## src/rtl/digit_overlay_if.sv

```systemverilog
// Signal bundle between the video timing / font ROM / field-write side and
// digit_overlay_ctrl. The master drives pixel coordinates, ROM data and write requests.
interface digit_overlay_if;
  logic        video_on;
  logic [9:0]  pixel_x;
  logic [9:0]  pixel_y;
  logic [7:0]  rom_data;
  logic [8:0]  rom_addr;
  logic        wr_req;
  logic [1:0]  wr_sel;
  logic [23:0] wr_data;
  logic        wr_ack;
  logic        busy;
  logic        pix_on;
  logic [1:0]  pix_field;

  modport master (
    output video_on, pixel_x, pixel_y, rom_data, wr_req, wr_sel, wr_data,
    input  rom_addr, wr_ack, busy, pix_on, pix_field
  );

  modport slave (
    input  video_on, pixel_x, pixel_y, rom_data, wr_req, wr_sel, wr_data,
    output rom_addr, wr_ack, busy, pix_on, pix_field
  );
endinterface

```

## src/rtl/digit_overlay_ctrl.sv

```systemverilog
// Draws the date/hour/timer BCD fields through the shared font ROM with a fixed
// two-clock pixel latency; field writes are shadowed and committed in vertical blank.
module digit_overlay_ctrl #(
  parameter logic [4:0] DIGIT_BASE = 5'b10000,
  parameter logic [9:0] X0         = 10'd208,
  parameter logic [9:0] X1         = 10'd288,
  parameter logic [9:0] X2         = 10'd384,
  parameter logic [9:0] Y_DATE     = 10'd64,
  parameter logic [9:0] Y_HOUR     = 10'd224,
  parameter logic [9:0] Y_TIMER    = 10'd384
) (
  input logic            clk,
  input logic            rst_n,
  digit_overlay_if.slave bus
);

  typedef enum logic [0:0] {
    ST_IDLE = 1'b0,
    ST_HOLD = 1'b1
  } state_t;

  localparam logic [9:0] SPAN    = 10'd31;
  localparam logic [9:0] HALF    = 10'd16;
  localparam logic [9:0] BLANK_Y = 10'd480;

  state_t      r_state;
  state_t      w_state_nxt;
  logic        w_ack_nxt;
  logic        w_load;
  logic        w_commit;

  logic [23:0] r_act_date;
  logic [23:0] r_act_hour;
  logic [23:0] r_act_timer;
  logic [23:0] r_shadow;
  logic [1:0]  r_sel;
  logic        r_wr_ack;
  logic        r_busy;

  logic [1:0]  w_row_field;
  logic        w_row_hit;
  logic [1:0]  w_pair;
  logic        w_right;
  logic        w_col_hit;
  logic [2:0]  w_cell;
  logic [23:0] w_word;
  logic [3:0]  w_digit;
  logic        w_hit;
  logic [4:0]  w_code;
  logic [1:0]  w_field;

  logic [8:0]  r_rom_addr;
  logic [1:0]  r_field_d;
  logic [2:0]  r_bit_d;
  logic        r_video_d;
  logic        r_hit_d;
  logic        w_ink;
  logic        r_pix_on;
  logic [1:0]  r_pix_field;

  // Stage 0: locate the pixel in a field row and digit cell, then pick its glyph code
  always_comb begin
    w_row_field = 2'd3;
    w_row_hit   = 1'b0;
    w_pair      = 2'd0;
    w_right     = 1'b0;
    w_col_hit   = 1'b0;
    w_word      = 24'd0;
    w_digit     = 4'd0;
    w_hit       = 1'b0;
    w_code      = 5'd0;
    w_field     = 2'd3;

    if ((bus.pixel_y >= Y_DATE) && (bus.pixel_y <= Y_DATE + SPAN)) begin
      w_row_field = 2'd0;
      w_row_hit   = 1'b1;
    end else if ((bus.pixel_y >= Y_HOUR) && (bus.pixel_y <= Y_HOUR + SPAN)) begin
      w_row_field = 2'd1;
      w_row_hit   = 1'b1;
    end else if ((bus.pixel_y >= Y_TIMER) && (bus.pixel_y <= Y_TIMER + SPAN)) begin
      w_row_field = 2'd2;
      w_row_hit   = 1'b1;
    end else begin
      w_row_field = 2'd3;
      w_row_hit   = 1'b0;
    end

    if ((bus.pixel_x >= X0) && (bus.pixel_x <= X0 + SPAN)) begin
      w_pair    = 2'd0;
      w_right   = (bus.pixel_x >= X0 + HALF);
      w_col_hit = 1'b1;
    end else if ((bus.pixel_x >= X1) && (bus.pixel_x <= X1 + SPAN)) begin
      w_pair    = 2'd1;
      w_right   = (bus.pixel_x >= X1 + HALF);
      w_col_hit = 1'b1;
    end else if ((bus.pixel_x >= X2) && (bus.pixel_x <= X2 + SPAN)) begin
      w_pair    = 2'd2;
      w_right   = (bus.pixel_x >= X2 + HALF);
      w_col_hit = 1'b1;
    end else begin
      w_pair    = 2'd0;
      w_right   = 1'b0;
      w_col_hit = 1'b0;
    end

    w_cell = {w_pair, w_right};

    case (w_row_field)
      2'd0:    w_word = r_act_date;
      2'd1:    w_word = r_act_hour;
      2'd2:    w_word = r_act_timer;
      default: w_word = 24'd0;
    endcase

    case (w_cell)
      3'd0:    w_digit = w_word[23:20];
      3'd1:    w_digit = w_word[19:16];
      3'd2:    w_digit = w_word[15:12];
      3'd3:    w_digit = w_word[11:8];
      3'd4:    w_digit = w_word[7:4];
      3'd5:    w_digit = w_word[3:0];
      default: w_digit = 4'd0;
    endcase

    // Non-decimal nibbles render as the blank glyph and never produce ink
    w_hit = w_row_hit & w_col_hit & (w_digit <= 4'd9);

    if (w_hit) begin
      w_code = DIGIT_BASE + {1'b0, w_digit};
    end else begin
      w_code = 5'd0;
    end

    if (w_row_hit && w_col_hit) begin
      w_field = w_row_field;
    end else begin
      w_field = 2'd3;
    end
  end

  // Stage 1: present the ROM address and carry pixel attributes alongside it
  always_ff @(posedge clk or negedge rst_n) begin
    if (!rst_n) begin
      r_rom_addr <= 9'd0;
      r_field_d  <= 2'd3;
      r_bit_d    <= 3'd0;
      r_video_d  <= 1'b0;
      r_hit_d    <= 1'b0;
    end else begin
      r_rom_addr <= {w_code, bus.pixel_y[4:1]};
      r_field_d  <= w_field;
      r_bit_d    <= bus.pixel_x[3:1];
      r_video_d  <= bus.video_on;
      r_hit_d    <= w_hit;
    end
  end

  // Glyph bit 0 is the leftmost pixel, stored in the ROM word's MSB
  assign w_ink = bus.rom_data[~r_bit_d];

  // Stage 2: register the ink bit from the returned glyph row
  always_ff @(posedge clk or negedge rst_n) begin
    if (!rst_n) begin
      r_pix_on    <= 1'b0;
      r_pix_field <= 2'd3;
    end else begin
      r_pix_on    <= r_video_d & r_hit_d & w_ink;
      r_pix_field <= r_field_d;
    end
  end

  // Write FSM next state: accept into the shadow, commit once in vertical blank
  always_comb begin
    w_state_nxt = r_state;
    w_ack_nxt   = 1'b0;
    w_load      = 1'b0;
    w_commit    = 1'b0;
    case (r_state)
      ST_IDLE: begin
        if (bus.wr_req) begin
          w_ack_nxt = 1'b1;
          if (bus.wr_sel != 2'd3) begin
            w_load      = 1'b1;
            w_state_nxt = ST_HOLD;
          end else begin
            w_state_nxt = ST_IDLE;
          end
        end else begin
          w_state_nxt = ST_IDLE;
        end
      end
      ST_HOLD: begin
        if (bus.pixel_y >= BLANK_Y) begin
          w_commit    = 1'b1;
          w_state_nxt = ST_IDLE;
        end else begin
          w_state_nxt = ST_HOLD;
        end
      end
      default: begin
        w_state_nxt = ST_IDLE;
      end
    endcase
  end

  // Write FSM state and handshake outputs
  always_ff @(posedge clk or negedge rst_n) begin
    if (!rst_n) begin
      r_state  <= ST_IDLE;
      r_wr_ack <= 1'b0;
      r_busy   <= 1'b0;
    end else begin
      r_state  <= w_state_nxt;
      r_wr_ack <= w_ack_nxt;
      r_busy   <= (w_state_nxt == ST_HOLD);
    end
  end

  // Shadow capture on accept; active fields change only on the commit edge
  always_ff @(posedge clk or negedge rst_n) begin
    if (!rst_n) begin
      r_shadow    <= 24'd0;
      r_sel       <= 2'd0;
      r_act_date  <= 24'd0;
      r_act_hour  <= 24'd0;
      r_act_timer <= 24'd0;
    end else begin
      if (w_load) begin
        r_shadow <= bus.wr_data;
        r_sel    <= bus.wr_sel;
      end
      if (w_commit) begin
        case (r_sel)
          2'd0:    r_act_date  <= r_shadow;
          2'd1:    r_act_hour  <= r_shadow;
          2'd2:    r_act_timer <= r_shadow;
          default: r_act_date  <= r_act_date;
        endcase
      end
    end
  end

  assign bus.rom_addr  = r_rom_addr;
  assign bus.pix_on    = r_pix_on;
  assign bus.pix_field = r_pix_field;
  assign bus.wr_ack    = r_wr_ack;
  assign bus.busy      = r_busy;

endmodule
```

## src/flat_wrapper.sv

```systemverilog
// flat-port wrapper written by rule: the top's interface ports become plain ports
module digit_overlay_ctrl_flat 
#(
  parameter logic [4:0] DIGIT_BASE = 5'b10000,
  parameter logic [9:0] X0         = 10'd208,
  parameter logic [9:0] X1         = 10'd288,
  parameter logic [9:0] X2         = 10'd384,
  parameter logic [9:0] Y_DATE     = 10'd64,
  parameter logic [9:0] Y_HOUR     = 10'd224,
  parameter logic [9:0] Y_TIMER    = 10'd384
)
  (clk, rst_n, bus_video_on, bus_pixel_x, bus_pixel_y, bus_rom_data, bus_wr_req, bus_wr_sel, bus_wr_data, bus_rom_addr, bus_wr_ack, bus_busy, bus_pix_on, bus_pix_field);
  digit_overlay_if bus_i ();
  input logic clk;
  input logic rst_n;
  input wire logic [$bits(bus_i.video_on)-1:0] bus_video_on;
  input wire logic [$bits(bus_i.pixel_x)-1:0] bus_pixel_x;
  input wire logic [$bits(bus_i.pixel_y)-1:0] bus_pixel_y;
  input wire logic [$bits(bus_i.rom_data)-1:0] bus_rom_data;
  input wire logic [$bits(bus_i.wr_req)-1:0] bus_wr_req;
  input wire logic [$bits(bus_i.wr_sel)-1:0] bus_wr_sel;
  input wire logic [$bits(bus_i.wr_data)-1:0] bus_wr_data;
  output wire logic [$bits(bus_i.rom_addr)-1:0] bus_rom_addr;
  output wire logic [$bits(bus_i.wr_ack)-1:0] bus_wr_ack;
  output wire logic [$bits(bus_i.busy)-1:0] bus_busy;
  output wire logic [$bits(bus_i.pix_on)-1:0] bus_pix_on;
  output wire logic [$bits(bus_i.pix_field)-1:0] bus_pix_field;
  assign bus_i.video_on = bus_video_on;
  assign bus_i.pixel_x = bus_pixel_x;
  assign bus_i.pixel_y = bus_pixel_y;
  assign bus_i.rom_data = bus_rom_data;
  assign bus_i.wr_req = bus_wr_req;
  assign bus_i.wr_sel = bus_wr_sel;
  assign bus_i.wr_data = bus_wr_data;
  assign bus_rom_addr = bus_i.rom_addr;
  assign bus_wr_ack = bus_i.wr_ack;
  assign bus_busy = bus_i.busy;
  assign bus_pix_on = bus_i.pix_on;
  assign bus_pix_field = bus_i.pix_field;
  digit_overlay_ctrl #(.DIGIT_BASE(DIGIT_BASE), .X0(X0), .X1(X1), .X2(X2), .Y_DATE(Y_DATE), .Y_HOUR(Y_HOUR), .Y_TIMER(Y_TIMER)) u_core (.clk(clk), .rst_n(rst_n), .bus(bus_i));
endmodule
```

## config.mk

```make
export PLATFORM = sky130hd
export DESIGN_NAME = digit_overlay_ctrl_flat
export DESIGN_NICKNAME = d
export VERILOG_FILES = /design/src/rtl/digit_overlay_if.sv /design/src/rtl/digit_overlay_ctrl.sv /design/src/flat_wrapper.sv
export SDC_FILE = /design/constraint.sdc
export NUM_CORES = 1
export LEC_CHECK = 0
export CORE_MARGIN = 3
export CORE_UTILIZATION = 55
export DETAILED_ROUTE_END_ITERATION = 16
export GPL_TIMING_DRIVEN = 0
export HOLD_SLACK_MARGIN = 0.06
export PLACE_DENSITY = 0.84
export SYNTH_ARGS = -nofsm -noshare
export SYNTH_HDL_FRONTEND = slang
export SYNTH_SLANG_ARGS = --single-unit
```

## constraint.sdc

```tcl
create_clock -name clk -period 3.25 [get_ports clk]
set_input_delay 0.65 -clock clk [delete_from_list [all_inputs] [get_ports clk]]
set_output_delay 0.65 -clock clk [all_outputs]
set_load 0.03 [all_outputs]
```

==> reports/metrics.yaml, run 1 <==
cts_buffers: 17
power.switching_mw: 1.38
place_area_um2: 6020
status: "finished clean"
clock_latency_ns: 0.52
grt_max_degree: 70
worstPathCellList: "clkdlybuf4s50_1 > nor3b_2 > and2_1 > buf_6 > a22oi_1 > mux2i_1 > a21oi_1 > o211ai_1 > nor3b_1"
clk_path_buf_depth: 2
synthTopCellsByArea: "dfrtp_1 (55%), mux2_2 (20%), a22oi_1 (2.7%)"
power.density_nw_per_um2: 757
drc: 0
via_count: 3724
antenna_found_initial: 0
dr.pass1.iters: 5
cp-start-kind: "input pin"
routedWlPerCell_um: 20.3
yosysSeqAreaShare_pct: 56.9
seq_area_um2: 2960
postRouteAntennaNets: 0
crit_arrival_ns: 3.45
first_global_vias: 4054
min_period_ns: 3.03
layout_common_cells: "dfrtp_1 (114), mux2_2 (91), clkdlybuf4s50_1 (65)"
root_buffer: "clkbuf_8"
ys_ff_latch: 118
fin_nets: 538
grt_first_pass_wirelength_um: 19700
die-height_um: 103
crit_family: "simple AND/OR/NAND/NOR gates"
hold_viol_final: 0
worst-endpoint-required_ns: 3.67
critical_path_buf_inv_count: 2
total_power_mw: 4.98
multi_input_area_um2: 2100
placed_cells: 569
setup_viol: 0
h-tree-depth: 4
final_cells: 602
place_ws_ns: -0.337
endpoint_kind: "register"
relSlewSlack_pct: 51.6
swShare_pct: 27.7
p_comb_share_pct: 17.9
worstSetupPathType: "input pin to register"
initial_core_util_pct: 58.2
crit_path_max_fanout: 10
worst_pin_slew_ns: 0.723
drt_iter0_markers: 312
rows: 34
wl_um: 12200
holdWs_ns: 0.156
clock-sinks: 118
finalCritPeriodShare_pct: 93.2
pwr-share-clk_pct: 34.7
cell_internal_pwr_mw: 3.60
rsz0062_at_grt: "false"
area_growth_syn_to_layout_pct: 26.6
vias_per_cell: 6.19
layout.cells.most_common: "dfrtp_1"
setup_ws_ns: 0.222
cellLeakagePower_nw: 2.73
coreArea_um2: 8930
slew_violations: 0
drive_above_1_share_pct: 31.8
cts-hold-fix-buffers: 0
cts_tree: "done"
syn_area_um2: 5190
ys_types: 50
avgSynthCellArea_um2: 13.2
portBuffers: 66
die_area_um2: 10600
hp-class: "input pin to async pin"
synth_area_leader_cell: "dfrtp_1"
gp_congestion: 0.915
die_width_um: 103
p_seq_share_pct: 47.4
crit_slowest_cell: "nor3b_2"
syn_inst: 394
clk_pin_slew_ns: 0.06
ys_warn_count: 0
syn-num-nets: 452
design_area_um2: 6580
ff2ff_setup_slack_ns: 1.22
fillers: 590
pin_count: 72
irDropWorstVdd_mv: 0.422
overflow: 0
synth.top_cell.area_share_pct: 54.9
maxCapViolCount: 0
grt_usage_pct: 24.7
dp_hpwl_um: 7980
fmax_mhz: 330
max_stage_delay_ns: 0.68
clock_skew_ns: 0.0135
layer usage:
layer / vias up / track usage [%] / share of wire [%]
met3: 51 / 7.85 / 8.5
met5: - / 0 / 0
li1: 1631 / - / -
met1: 1856 / 29.4 / 39
met4: 0 / 11.2 / 3.9
met2: 186 / 41.1 / 48
cell type report:
class                   count  area share (%)
diodes                      1          0.0380
flip-flops and latches    118            45.0
multi-input cells         249            32.0
clock inverters            14            1.96
plain buffers              20            1.65
inverters                   7           0.399
well taps                 108            2.05
clock buffers              18            6.51
repair buffers             67            10.4
logic make-up (layout without fill, tap and decap cells):
logic type,Yosys count,after routing,synth area share [%]
DFF,118,118,56.9
muxes,102,102,22.5
xor gates and xnor gates,1,1,0.169
buffers and inverters,27,126,2.60
other,0,1,0
and+or+nand+nor,75,75,8.09
AOI/OAI and AO/OA,71,71,9.71
power by group through the flow:
stage	Sequential [mW]	Combinational [mW]	Clock [mW]
6_report	2.36	0.892	1.73
5_1_grt	2.42	0.976	1.82
4_1_cts	2.35	0.902	1.75
3_5_place_dp	2.36	0.878	0
3_3_place_gp	2.33	0.826	0
2_1_floorplan	2.25	0.652	0
state kept, by name (all words and copies together) (netlist names):
register / count
u_core.r_field_d: 2
u_core.r_shadow: 24
u_core.bus.wr_ack: 1
u_core.bus.pix_field: 2
u_core.r_bit_d: 3
u_core.r_state: 1
u_core.r_act_date: 24
u_core.r_sel: 2
u_core.bus.rom_addr: 8
u_core.r_act_timer: 24
u_core.r_video_d: 1
u_core.bus.pix_on: 1
u_core.r_hit_d: 1
u_core.r_act_hour: 24
through the flow:
step | setup TNS (ns) | utilization [%]
finish | 0 | 73.6
global route | 0 | 73.6
CTS | 0 | 73.6
detailed placement | -1.33 | 67.3
global placement | -323.09 | 67.1
floorplan | 0 | -
synth_stat cells, drive strengths merged:
cell and count:
a211oi 4, a21o 2, a21oi 16, a221o 1
a221oi 3, a22o 6, a22oi 19, a31o 1
a31oi 3, and2 3, and4bb 1, buf 15
clkbuf 5, dfrtp 114, dfstp 4, inv 7
mux2 98, mux2i 2, mux4 2, nand2 20
nand2b 4, nand3 3, nand3b 2, nand4b 2
nand4bb 1, nor2 16, nor2b 3, nor3 8
nor3b 5, nor4 1, nor4b 1, o211ai 2
o21ai 6, o21bai 2, o221ai 3, o22ai 1
o32ai 2, or2 1, or3b 2, or4 1
or4b 1, xor2 1
timing repair:
| action | in CTS | in global routing |
|---|---|---|
| setup buffers | 0 | 0 |
| gates resized for setup | 0 | 1 |
| setup endpoints to repair | 0 | 1 |
final timing paths:
kind,end,cells after the start,start
max reg2reg,u_core.bus.rom_addr[4]$_DFF_PN0_,7,u_core.r_act_timer[5]$_DFFE_PN0P_
max in group asynchronous,u_core.r_act_date[4]$_DFFE_PN0P_,2,rst_n
min,u_core.r_act_timer[22]$_DFFE_PN0P_,1,rst_n
min reg2reg,u_core.bus.pix_field[1]$_DFF_PN1_,0,u_core.r_field_d[1]$_DFF_PN1_
max,u_core.bus.rom_addr[7]$_DFF_PN0_,9,bus_pixel_y[9]
min in group clk,u_core.bus.pix_field[1]$_DFF_PN1_,0,u_core.r_field_d[1]$_DFF_PN1_
Power figures use the tool's default switching activity.
==> run 2: changes to the inputs <==
--- a/config.mk
+++ b/config.mk
@@ -5,7 +5,8 @@
 export SDC_FILE = /design/constraint.sdc
 export NUM_CORES = 1
 export LEC_CHECK = 0
-export CORE_MARGIN = 3
+export CAP_MARGIN = 20
+export CORE_MARGIN = 4
 export CORE_UTILIZATION = 55
 export DETAILED_ROUTE_END_ITERATION = 16
 export GPL_TIMING_DRIVEN = 0
==> run 2 against run 1 <==
  * Die area increased by 3.9%
  * First-iteration DRC count decreased by 25%
  * Utilization decreased by 1.7 points
  * Highest routed layer is now met5
  * Sequential power about the same
  * Maximum frequency decreased by 1.5%
  * Sequential cell count unchanged
  * Critical endpoint unchanged
  * Combinational power decreased by 0.6%
  * Register-to-register slack improved by 0.11 ns
==> reports/metrics.yaml, run 2 (synthesized netlist as in run 1, its figures left out) <==
slew_violations: 0  # unchanged
wl_um: 11800  # -3.5%
worst_r2r_endpoint: "u_core.bus.rom_addr[4]$_DFF_PN0_"
die_area_um2: 11100  # +3.9%
p_comb_share_pct: 17.4  # -0.5 points
dr.pass1.iters: 4  # -1
power.switching_mw: 1.30  # -5.5%
cts_buffers: 17  # unchanged
drc: 0  # unchanged
overflow: 0  # unchanged
fmax_mhz: 325  # -1.5%
final_cells: 603  # +0.17%
endpoint_kind: "register"
crit_arrival_ns: 3.51  # +0.06 ns
use_met2_pct: 38.3  # -2.8 points
portBuffers: 66  # unchanged
setup_ws_ns: 0.175  # -0.0469 ns
layout.cells.most_common: "dfrtp_1"
grt_usage_pct: 22.5  # -2.2 points
via_count: 3648  # -2.0%
clock_latency_ns: 0.53  # about the same
h-tree-depth: 4  # unchanged
worstSetupStartpoint: "bus_pixel_y[9]"
die_width_um: 105  # +1.9%
die-height_um: 105  # +1.9%
hold_viol_final: 0  # unchanged
total_power_mw: 5.09  # +2.3%
cts-hold-fix-buffers: 0  # unchanged
rows: 35  # +2.9%
crit_end: "u_core.bus.rom_addr[7]$_DFF_PN0_"
postRouteAntennaNets: 0  # unchanged
first_global_vias: 3817  # -5.8%
layout_common_cells: "dfrtp_1 (114), mux2_2 (91), clkdlybuf4s50_1 (65)"
relSlewSlack_pct: 51.5  # -0.084 points
grt_max_degree: 63  # -10%
root_buffer: "clkbuf_8"
n_antenna_cell: 0  # -1
routedWlPerCell_um: 19.6  # -3.7%
drt_iter0_markers: 234  # -25%
clk_path_buf_depth: 2  # unchanged
clk_pin_slew_ns: 0.06  # about the same
met1_usage_pct: 26.5  # -2.9 points
placed_cells: 572  # +0.53%
grt_first_pass_wirelength_um: 19200  # -2.4%
cellLeakagePower_nw: 2.76  # +0.89%
p_seq_share_pct: 46.2  # -1.2 points
coreArea_um2: 9200  # +2.9%
setup_viol: 0  # unchanged
initial_core_util_pct: 56.5  # -1.7 points
area_growth_syn_to_layout_pct: 27.3
cell_internal_pwr_mw: 3.79  # +5.2%
worst_pin_slew_ns: 0.728  # +0.00443 ns
clock-sinks: 118  # unchanged
worst-endpoint-required_ns: 3.69  # +0.02 ns
pin_count: 72  # unchanged
rsz0062_at_grt: "false"
worstSetupPathType: "input pin to register"
ff2ff_setup_slack_ns: 1.33  # +0.11 ns
crit_path_max_fanout: 10  # unchanged
power.density_nw_per_um2: 770  # +1.7%
fin_nets: 538  # unchanged
cts_tree: "done"
min_period_ns: 3.07  # +0.0469 ns
rr_startpoint: "u_core.r_act_timer[5]$_DFFE_PN0P_"
finalCritPeriodShare_pct: 94.6  # +1.4 points
irDropWorstVdd_mv: 0.398  # -5.7%
cp-start-kind: "input pin"
swShare_pct: 25.6  # -2.1 points
hp-class: "input pin to async pin"
vias_per_cell: 6.05  # -2.2%
dp_hpwl_um: 8050  # +0.99%
pwr-share-clk_pct: 36.3  # +1.6 points
drive_above_1_share_pct: 30.9  # -0.95 points
grt.busiest_layer: "met2"
maxCapViolCount: 0  # unchanged
status: "finished clean"
antenna_found_initial: 1  # +1
gp_congestion: 0.920  # +0.52%
place_ws_ns: -0.335  # +0.00181 ns
reg2regPathDepth: 7  # unchanged
clock_skew_ns: 0.00936  # -0.00414 ns
grtUsageMet3_pct: 7.04  # -0.81 points
## run 2: changes by cell type in the layout (fill, tap and decap cells not counted)
cell	change
bufinv_16	+2
clkbuf_1	+4
clkbuf_8	+2
clkinv_2	-2
clkinv_4	-1
clkinvlp_4	-4
diode_2	-1
inv_6	-1
inv_8	-1
## run 2: worst min-delay path by stage
| stage | from | end | slack (ns) |
|---|---|---|---|
| floorplan | rst_n | u_core.bus.pix_on$_DFF_PN0_ | 0.35 |
| global placement | u_core.r_field_d[0]$_DFF_PN1_ | u_core.bus.pix_field[0]$_DFF_PN1_ | 0.35 |
| detailed placement | u_core.r_field_d[1]$_DFF_PN1_ | u_core.bus.pix_field[1]$_DFF_PN1_ | 0.35 |
| CTS | rst_n | u_core.r_act_date[14]$_DFFE_PN0P_ | 0.21 |
| global route | rst_n | u_core.r_act_date[21]$_DFFE_PN0P_ | 0.23 |
| finish | rst_n | u_core.r_act_hour[14]$_DFFE_PN0P_ | 0.18 |
## run 2: layout make-up
class	instances	area (um^2)
plain buffers	20	109
clock buffers	24	470
clock inverters	7	120
fillers	623	2580
inverters	7	26.3
multi-input cells	249	2100
flip-flops and latches	118	2960
well taps	111	139
repair buffers	67	686
## run 2: power by group through the flow
| stage | Clock [mW] | Sequential [mW] | Combinational, mW |
|---|---|---|---|
| 6_report | 1.85 | 2.36 | 0.887 |
| 5_1_grt | 1.95 | 2.41 | 0.971 |
| 4_1_cts | 1.87 | 2.35 | 0.897 |
| 3_5_place_dp | 0 | 2.36 | 0.886 |
| 3_3_place_gp | 0 | 2.33 | 0.828 |
| 2_1_floorplan | 0 | 2.25 | 0.652 |
## run 2: per-stage QoR
step	util, %	TNS (ns)	hold WS (ns)	instance area [um^2]
floorplan	-	0	0.345	5190
detailed placement	65.5	-1.36	0.347	6020
CTS	71.9	0	0.206	6610
global placement	65.2	-318.02	0.347	5990
global route	71.9	0	0.226	6610
finish	71.9	0	0.180	6610
## run 2: timing repair
action / CTS / global route
resized for setup: 0 / 1
setup endpoints to repair: 0 / 1
buffers inserted: 0 / 0
## run 2: layer usage
| layer | vias up | wire (um) |
|---|---|---|
| met2 | 131 | 5930 |
| met5 | - | 12 |
| li1 | 1636 | - |
| met4 | 2 | 267 |
| met1 | 1842 | 4750 |
| met3 | 37 | 852 |
## run 2: critical path, stage by stage
cell and delay, ns:
clkdlybuf4s50_1 0.56, nor3b_2 0.67, and2_1 0.35, buf_6 0.19, a22oi_1 0.08, mux2i_1 0.15, a21oi_1 0.08, o211ai_1 0.52
nor3b_1 0.26
